### src/rtl/DEBUG_BRIDGE_PKG.sv
// Shared command/reply byte codes and FSM state encoding for the UART debug bridge.
package DEBUG_BRIDGE_PKG;

  localparam logic [7:0] CMD_READ  = 8'h52;
  localparam logic [7:0] CMD_WRITE = 8'h57;
  localparam logic [7:0] CMD_PING  = 8'h50;
  localparam logic [7:0] RSP_OK    = 8'h4B;
  localparam logic [7:0] RSP_ERR   = 8'h3F;

  typedef enum logic [2:0] {
    IDLE,
    ADDR2,
    ADDR1,
    ADDR0,
    DATA,
    MEM,
    RESP,
    RESP_WAIT
  } state_e;

endpackage

### src/rtl/debug_bridge_timeout.sv
// Inter-byte gap counter: cleared on each accepted byte, counts while enabled,
// and flags expiry when it reaches TIMEOUT_CYCLES-1.
module debug_bridge_timeout #(
  parameter int TIMEOUT_CYCLES = 10_800_000
) (
  input  logic CLK,
  input  logic RESET_n,
  input  logic CLR,
  input  logic EN,
  output logic EXPIRED
);

  localparam int CW = (TIMEOUT_CYCLES > 1) ? $clog2(TIMEOUT_CYCLES) : 1;
  localparam logic [CW-1:0] LAST = CW'(TIMEOUT_CYCLES - 1);

  logic [CW-1:0] cnt_q;
  logic [CW-1:0] cnt_d;

  // Saturate at LAST so a stalled enable can never wrap back into a live window.
  always_comb begin
    cnt_d = cnt_q;
    if (CLR) begin
      cnt_d = '0;
    end else if (EN && (cnt_q != LAST)) begin
      cnt_d = cnt_q + CW'(1);
    end
  end

  always_ff @(posedge CLK or negedge RESET_n) begin
    if (!RESET_n) begin
      cnt_q <= '0;
    end else begin
      cnt_q <= cnt_d;
    end
  end

  assign EXPIRED = EN && (cnt_q == LAST);

endmodule

### src/rtl/uart_debug_bridge.sv
// UART command decoder that turns R/W/P byte sequences into single-byte RAM
// accesses and sends one reply byte per command.
module uart_debug_bridge
  import DEBUG_BRIDGE_PKG::*;
#(
  parameter int TIMEOUT_CYCLES = 10_800_000,
  parameter int ADDR_WIDTH     = 24
) (
  input  logic                  CLK,
  input  logic                  RESET_n,
  input  logic [7:0]            RX_DATA,
  input  logic                  RX_VALID,
  output logic [7:0]            TX_DATA,
  output logic                  TX_STROBE,
  input  logic                  TX_BUSY,
  output logic [ADDR_WIDTH-1:0] RAM_ADDR,
  output logic [7:0]            RAM_DIN,
  input  logic [7:0]            RAM_DOUT,
  output logic                  RAM_OE_n,
  output logic                  RAM_WE_n,
  input  logic                  RAM_ACK_n,
  output logic                  OVERRUN
);

  state_e                state_q, state_d;
  logic                  is_write_q, is_write_d;
  logic [ADDR_WIDTH-1:0] addr_q, addr_d;
  logic [7:0]            din_q, din_d;
  logic [7:0]            tx_data_q, tx_data_d;
  logic                  tx_strobe_q, tx_strobe_d;
  logic                  oe_n_q, oe_n_d;
  logic                  we_n_q, we_n_d;
  logic                  overrun_q, overrun_d;
  logic                  counting;
  logic                  expired;
  logic                  rx_accept;

  assign counting = (state_q == ADDR2) || (state_q == ADDR1) ||
                    (state_q == ADDR0) || (state_q == DATA);

  debug_bridge_timeout #(
    .TIMEOUT_CYCLES(TIMEOUT_CYCLES)
  ) u_timeout (
    .CLK    (CLK),
    .RESET_n(RESET_n),
    .CLR    (rx_accept),
    .EN     (counting),
    .EXPIRED(expired)
  );

  always_comb begin
    state_d     = state_q;
    is_write_d  = is_write_q;
    addr_d      = addr_q;
    din_d       = din_q;
    tx_data_d   = tx_data_q;
    tx_strobe_d = 1'b0;
    oe_n_d      = oe_n_q;
    we_n_d      = we_n_q;
    overrun_d   = overrun_q;
    rx_accept   = 1'b0;

    case (state_q)
      IDLE: begin
        if (RX_VALID) begin
          rx_accept = 1'b1;
          if ((RX_DATA == CMD_READ) || (RX_DATA == CMD_WRITE)) begin
            is_write_d = (RX_DATA == CMD_WRITE);
            addr_d     = '0;
            state_d    = ADDR2;
          end else begin
            tx_data_d = (RX_DATA == CMD_PING) ? RSP_OK : RSP_ERR;
            state_d   = RESP;
          end
        end
      end
      // Address bytes arrive MSB first; shifting drops any bits above ADDR_WIDTH.
      ADDR2, ADDR1, ADDR0: begin
        if (expired) begin
          state_d = IDLE;
        end else if (RX_VALID) begin
          rx_accept = 1'b1;
          addr_d    = {addr_q[ADDR_WIDTH-9:0], RX_DATA};
          if (state_q == ADDR2) begin
            state_d = ADDR1;
          end else if (state_q == ADDR1) begin
            state_d = ADDR0;
          end else if (is_write_q) begin
            state_d = DATA;
          end else begin
            oe_n_d  = 1'b0;
            state_d = MEM;
          end
        end
      end
      DATA: begin
        if (expired) begin
          state_d = IDLE;
        end else if (RX_VALID) begin
          rx_accept = 1'b1;
          din_d     = RX_DATA;
          we_n_d    = 1'b0;
          state_d   = MEM;
        end
      end
      MEM: begin
        if (!RAM_ACK_n) begin
          oe_n_d    = 1'b1;
          we_n_d    = 1'b1;
          tx_data_d = is_write_q ? RSP_OK : RAM_DOUT;
          state_d   = RESP;
        end
      end
      RESP: begin
        if (!TX_BUSY) begin
          tx_strobe_d = 1'b1;
          state_d     = RESP_WAIT;
        end
      end
      // The strobe cycle is skipped because TX_BUSY only rises one cycle after it.
      RESP_WAIT: begin
        if (!tx_strobe_q && !TX_BUSY) begin
          state_d = IDLE;
        end
      end
      default: begin
        state_d = IDLE;
      end
    endcase

    if (RX_VALID && ((state_q == MEM) || (state_q == RESP) || (state_q == RESP_WAIT))) begin
      overrun_d = 1'b1;
    end
  end

  always_ff @(posedge CLK or negedge RESET_n) begin
    if (!RESET_n) begin
      state_q     <= IDLE;
      is_write_q  <= 1'b0;
      addr_q      <= '0;
      din_q       <= '0;
      tx_data_q   <= '0;
      tx_strobe_q <= 1'b0;
      oe_n_q      <= 1'b1;
      we_n_q      <= 1'b1;
      overrun_q   <= 1'b0;
    end else begin
      state_q     <= state_d;
      is_write_q  <= is_write_d;
      addr_q      <= addr_d;
      din_q       <= din_d;
      tx_data_q   <= tx_data_d;
      tx_strobe_q <= tx_strobe_d;
      oe_n_q      <= oe_n_d;
      we_n_q      <= we_n_d;
      overrun_q   <= overrun_d;
    end
  end

  assign TX_DATA   = tx_data_q;
  assign TX_STROBE = tx_strobe_q;
  assign RAM_ADDR  = addr_q;
  assign RAM_DIN   = din_q;
  assign RAM_OE_n  = oe_n_q;
  assign RAM_WE_n  = we_n_q;
  assign OVERRUN   = overrun_q;

endmodule

### config.mk
export PLATFORM = sky130hd
export DESIGN_NAME = uart_debug_bridge
export DESIGN_NICKNAME = d
export VERILOG_FILES = /design/src/rtl/DEBUG_BRIDGE_PKG.sv /design/src/rtl/debug_bridge_timeout.sv /design/src/rtl/uart_debug_bridge.sv
export SDC_FILE = /design/constraint.sdc
export NUM_CORES = 1
export LEC_CHECK = 0
export CORE_ASPECT_RATIO = 1.75
export CORE_MARGIN = 2
export CORE_UTILIZATION = 45
export CTS_CLUSTER_DIAMETER = 30
export DETAILED_ROUTE_END_ITERATION = 12
export GPL_TIMING_DRIVEN = 1
export PLACE_DENSITY = 0.75
export SETUP_SLACK_MARGIN = 0.4
export SLEW_MARGIN = 20
export SYNTH_ARGS = -nofsm -noshare
export SYNTH_HDL_FRONTEND = slang
export SYNTH_SLANG_ARGS = --single-unit
### constraint.sdc
create_clock -name CLK -period 6.4 [get_ports CLK]
set_input_delay 1.92 -clock CLK [delete_from_list [all_inputs] [get_ports CLK]]
set_output_delay 1.92 -clock CLK [all_outputs]
set_load 0.01 [all_outputs]
==> reports/results.ini <==
[finish]
final-seq-area_um2 = 1804
multi_input_area_um2 = 1772
nets = 473
area_growth_pct = 24.56
antenna_cells = 0
fillers = 722
final_core_util_pct = 57.63
drive_above_1_share_pct = 8.571

[global_routing]
grt_pass1_wl_um = 14910
grt_antenna_before_repair = 0
grt_max_degree = 73
grt_pass1_vias = 3100
gr-total-overflow = 0
grt_use_total_pct = 20.39

[sta]
slew_headroom_pct = 38.61
worst_slew_pin_slew_ns = 0.9208
hold_viol = 0
slew_violations = 0
layout_min_cycle_time_ns = 3.860
finalSetupTns_ns = 0
setup_viol_count_final = 0
timing.fmax_mhz = 259.1
rsz0062_at_grt = no
period_share_pct = 60.31
timing.clock.skew_ns = 0.007162
hold_ws_ns = 0.4880
setup_slack_ns = 2.540

[clock_tree]
clk-insertion-delay-late_ns = 0.34
postCtsHoldBufs = 0
numCtsBuffers = 9
cts-root-buf = clkbuf_16
htree_levels = 3
tritoncts = yes
clk_pin_slew_ns = 0.06
clockBufferDepth = 2
post-cts-setup-buffers = 0
clock_sinks = 72
post_cts_resized = 0

[yosys]
syn_area_per_cell_um2 = 9.737
synth-compound-area-share_pct = 14.31
synth_top_family_by_area = simple AND/OR/NAND/NOR gates
synth_area_um2 = 3846
synth_simple_gate_area_share_pct = 20.27
ys.flop_type = dfrtp_1
yosys_warnings = 0
synthArstFlopShare_pct = 100.0
synthMuxAreaShare_pct = 10.18
synth_xor_area_share_pct = 0.6831
synth_cell_types = 54
seq_area_frac_synth_pct = 46.91
synth_edf_count = 0
yosys_register_bits = 72
syn_inst = 395
synth_fa_ha_area_share_pct = 0.5856
syn-num-nets = 417

[routing]
via_per_inst = 5.505
drc = 0
wl_met3_um = 278
drt.antenna.violating_nets = 0
vias = 3138
wl_met1_um = 3693
top_layer_used = met4
routed_wl_um = 8744
drt_first_pass_iters = 4
drt_iter0_markers = 184
wl_per_cell_um = 15.34
wl_met2_um = 4518

[worst_hold_path]
hold_start = TX_DATA[4]
hold_class = reg2reg
hold_path_depth = 1
min_to = TX_DATA[4]

[pwr]
power_density_nw_per_um2 = 416.7
p_leak_nw = 2.060
ir_drop_mv = 0.2041

[worst_setup_path]
end_kind = register
required_ns = 6.59
r2r_start = u_timeout.cnt_q[0]
r2r_slack_ns = 2.93
cp_cell_sequence = clkdlybuf4s50_1 -> nor4bb_1 -> and3_1 -> nor2_1 -> a211o_2 -> mux2i_1
worstSetupPathType = in2reg
r2r_end = u_timeout.cnt_q[9]
cpPeakStageDelay_ns = 0.58
rr_worst_depth = 6
cp.arrival_ns = 4.05
crit_path_max_fanout = 24
critPathSlowestCell = a211o_2
setup.worst_path.start_class = primary input

[floorplan]
core_um2 = 8313
dieArea_um2 = 9332
pin_count = 65
start_util_pct = 46.27
core.rowCount = 44
fp.dieW_um = 73.89
die_h_um = 126.3

[placement]
io_buffers = 64
place.gp.congestion = 0.7865
dp_hpwl_um = 6000
dp_slack_ns = 2.208

[flow_run]
maxCapViolations = 0

[status]
outcome = complete, no violations

synthesized netlist by cell type, types with 4 or more instances:
cell,count,share of area [%]
dfrtp_1,70,46
nand2_1,49,4.8
inv_1,33,3.2
a21oi_1,31,4.0
mux2i_1,29,7.5
nand3_1,16,2.1
o21ai_0,13,1.7
clkbuf_1,12,1.2
nor2_1,10,0.98
or4_1,10,2.0
mux2_2,9,2.6
nor3_1,9,1.2
or3_1,9,1.5
nand3b_1,8,1.6
o31ai_1,8,1.6
nand4_1,6,0.98
a21o_1,5,0.98
and3_1,4,0.65
buf_6,4,1.2
critical path: cells and delay by family:
kind / cells / cell delay (ns)
mux: 1 / 0.21
simple gates: 3 / 0.80
compound gates: 1 / 0.58
buf+inv: 1 / 0.52
final cells by class:
type	count	share of cell area (%)
sequential	72	37.66
multi-input combinational	269	36.98
timing repair buffer	66	13.58
clock buffer	10	4.988
tap	115	3.003
inverter	33	2.586
clock inverter	5	1.201
routing by layer:
metal / track usage [%] / vias to the layer above
li1: - / 1527
met1: 25.51 / 1525
met2: 32.93 / 69
met3: 4.369 / 17
met4: 9.626 / 0
met5: 0 / -
worst max path at each step:
| stage | start | to | cells after the start |
|---|---|---|---|
| 6_report | RX_DATA[4] | RAM_ADDR[5] | 6 |
| 5_1_grt | RX_DATA[4] | RAM_ADDR[8] | 6 |
| 4_1_cts | RX_DATA[4] | RAM_ADDR[5] | 6 |
| 3_5_place_dp | RX_DATA[4] | RAM_ADDR[5] | 6 |
| 3_3_place_gp | RX_DATA[4] | RAM_ADDR[19] | 6 |
| 2_1_floorplan | RX_DATA[3] | RAM_ADDR[0] | 7 |
logic make-up after synthesis:
kind of cell	after synthesis
adder cells (fa/ha/maj)	2
buffers and inverters	54
multiplexers	38
AND/OR/NAND/NOR	141
AO/OA/AOI/OAI	85
flip-flops	72
XOR/XNOR	3
flip-flops by register name, summed over array words and instances (netlist names):
register         cells
is_write_q           1
TX_STROBE            1
RAM_ADDR            24
state_q              3
RAM_OE_n             1
RAM_DIN              8
u_timeout.cnt_q     24
RAM_WE_n             1
OVERRUN              1
TX_DATA              8
cell usage in the layout, fill, tap and decap left out, types with 5 or more instances in the layout:
cell / Yosys / routed
nand3b_1: 8 / 8
nand2_1: 49 / 49
a21oi_1: 31 / 31
dfrtp_1: 70 / 70
o31ai_1: 8 / 8
nor3_1: 9 / 9
nor2_1: 10 / 10
inv_1: 33 / 33
a21o_1: 5 / 5
nand3_1: 16 / 16
or4_1: 10 / 10
clkdlybuf4s50_1: 0 / 63
mux2_2: 9 / 9
or3_1: 9 / 9
nand4_1: 6 / 6
mux2i_1: 29 / 29
clkbuf_16: 0 / 9
o21ai_0: 13 / 13
metrics by stage:
step                      area (um2)  std cells  power [mW]
after global placement          4493        555       1.485
final                           4791        570       1.996
after global routing            4791        570       2.121
after floorplan                 3846        395       1.208
after CTS                       4791        570       2.014
after detailed placement        4494        555       1.507
power by group:
group / internal [mW] / leakage [nW] / total (mW) / switching, mW
combinational: 0.383 / 0.979 / 0.793 / 0.410
sequential: 0.587 / 0.932 / 0.705 / 0.118
clock: 0.310 / 0.148 / 0.499 / 0.189
(Power assumes the default switching activity.)
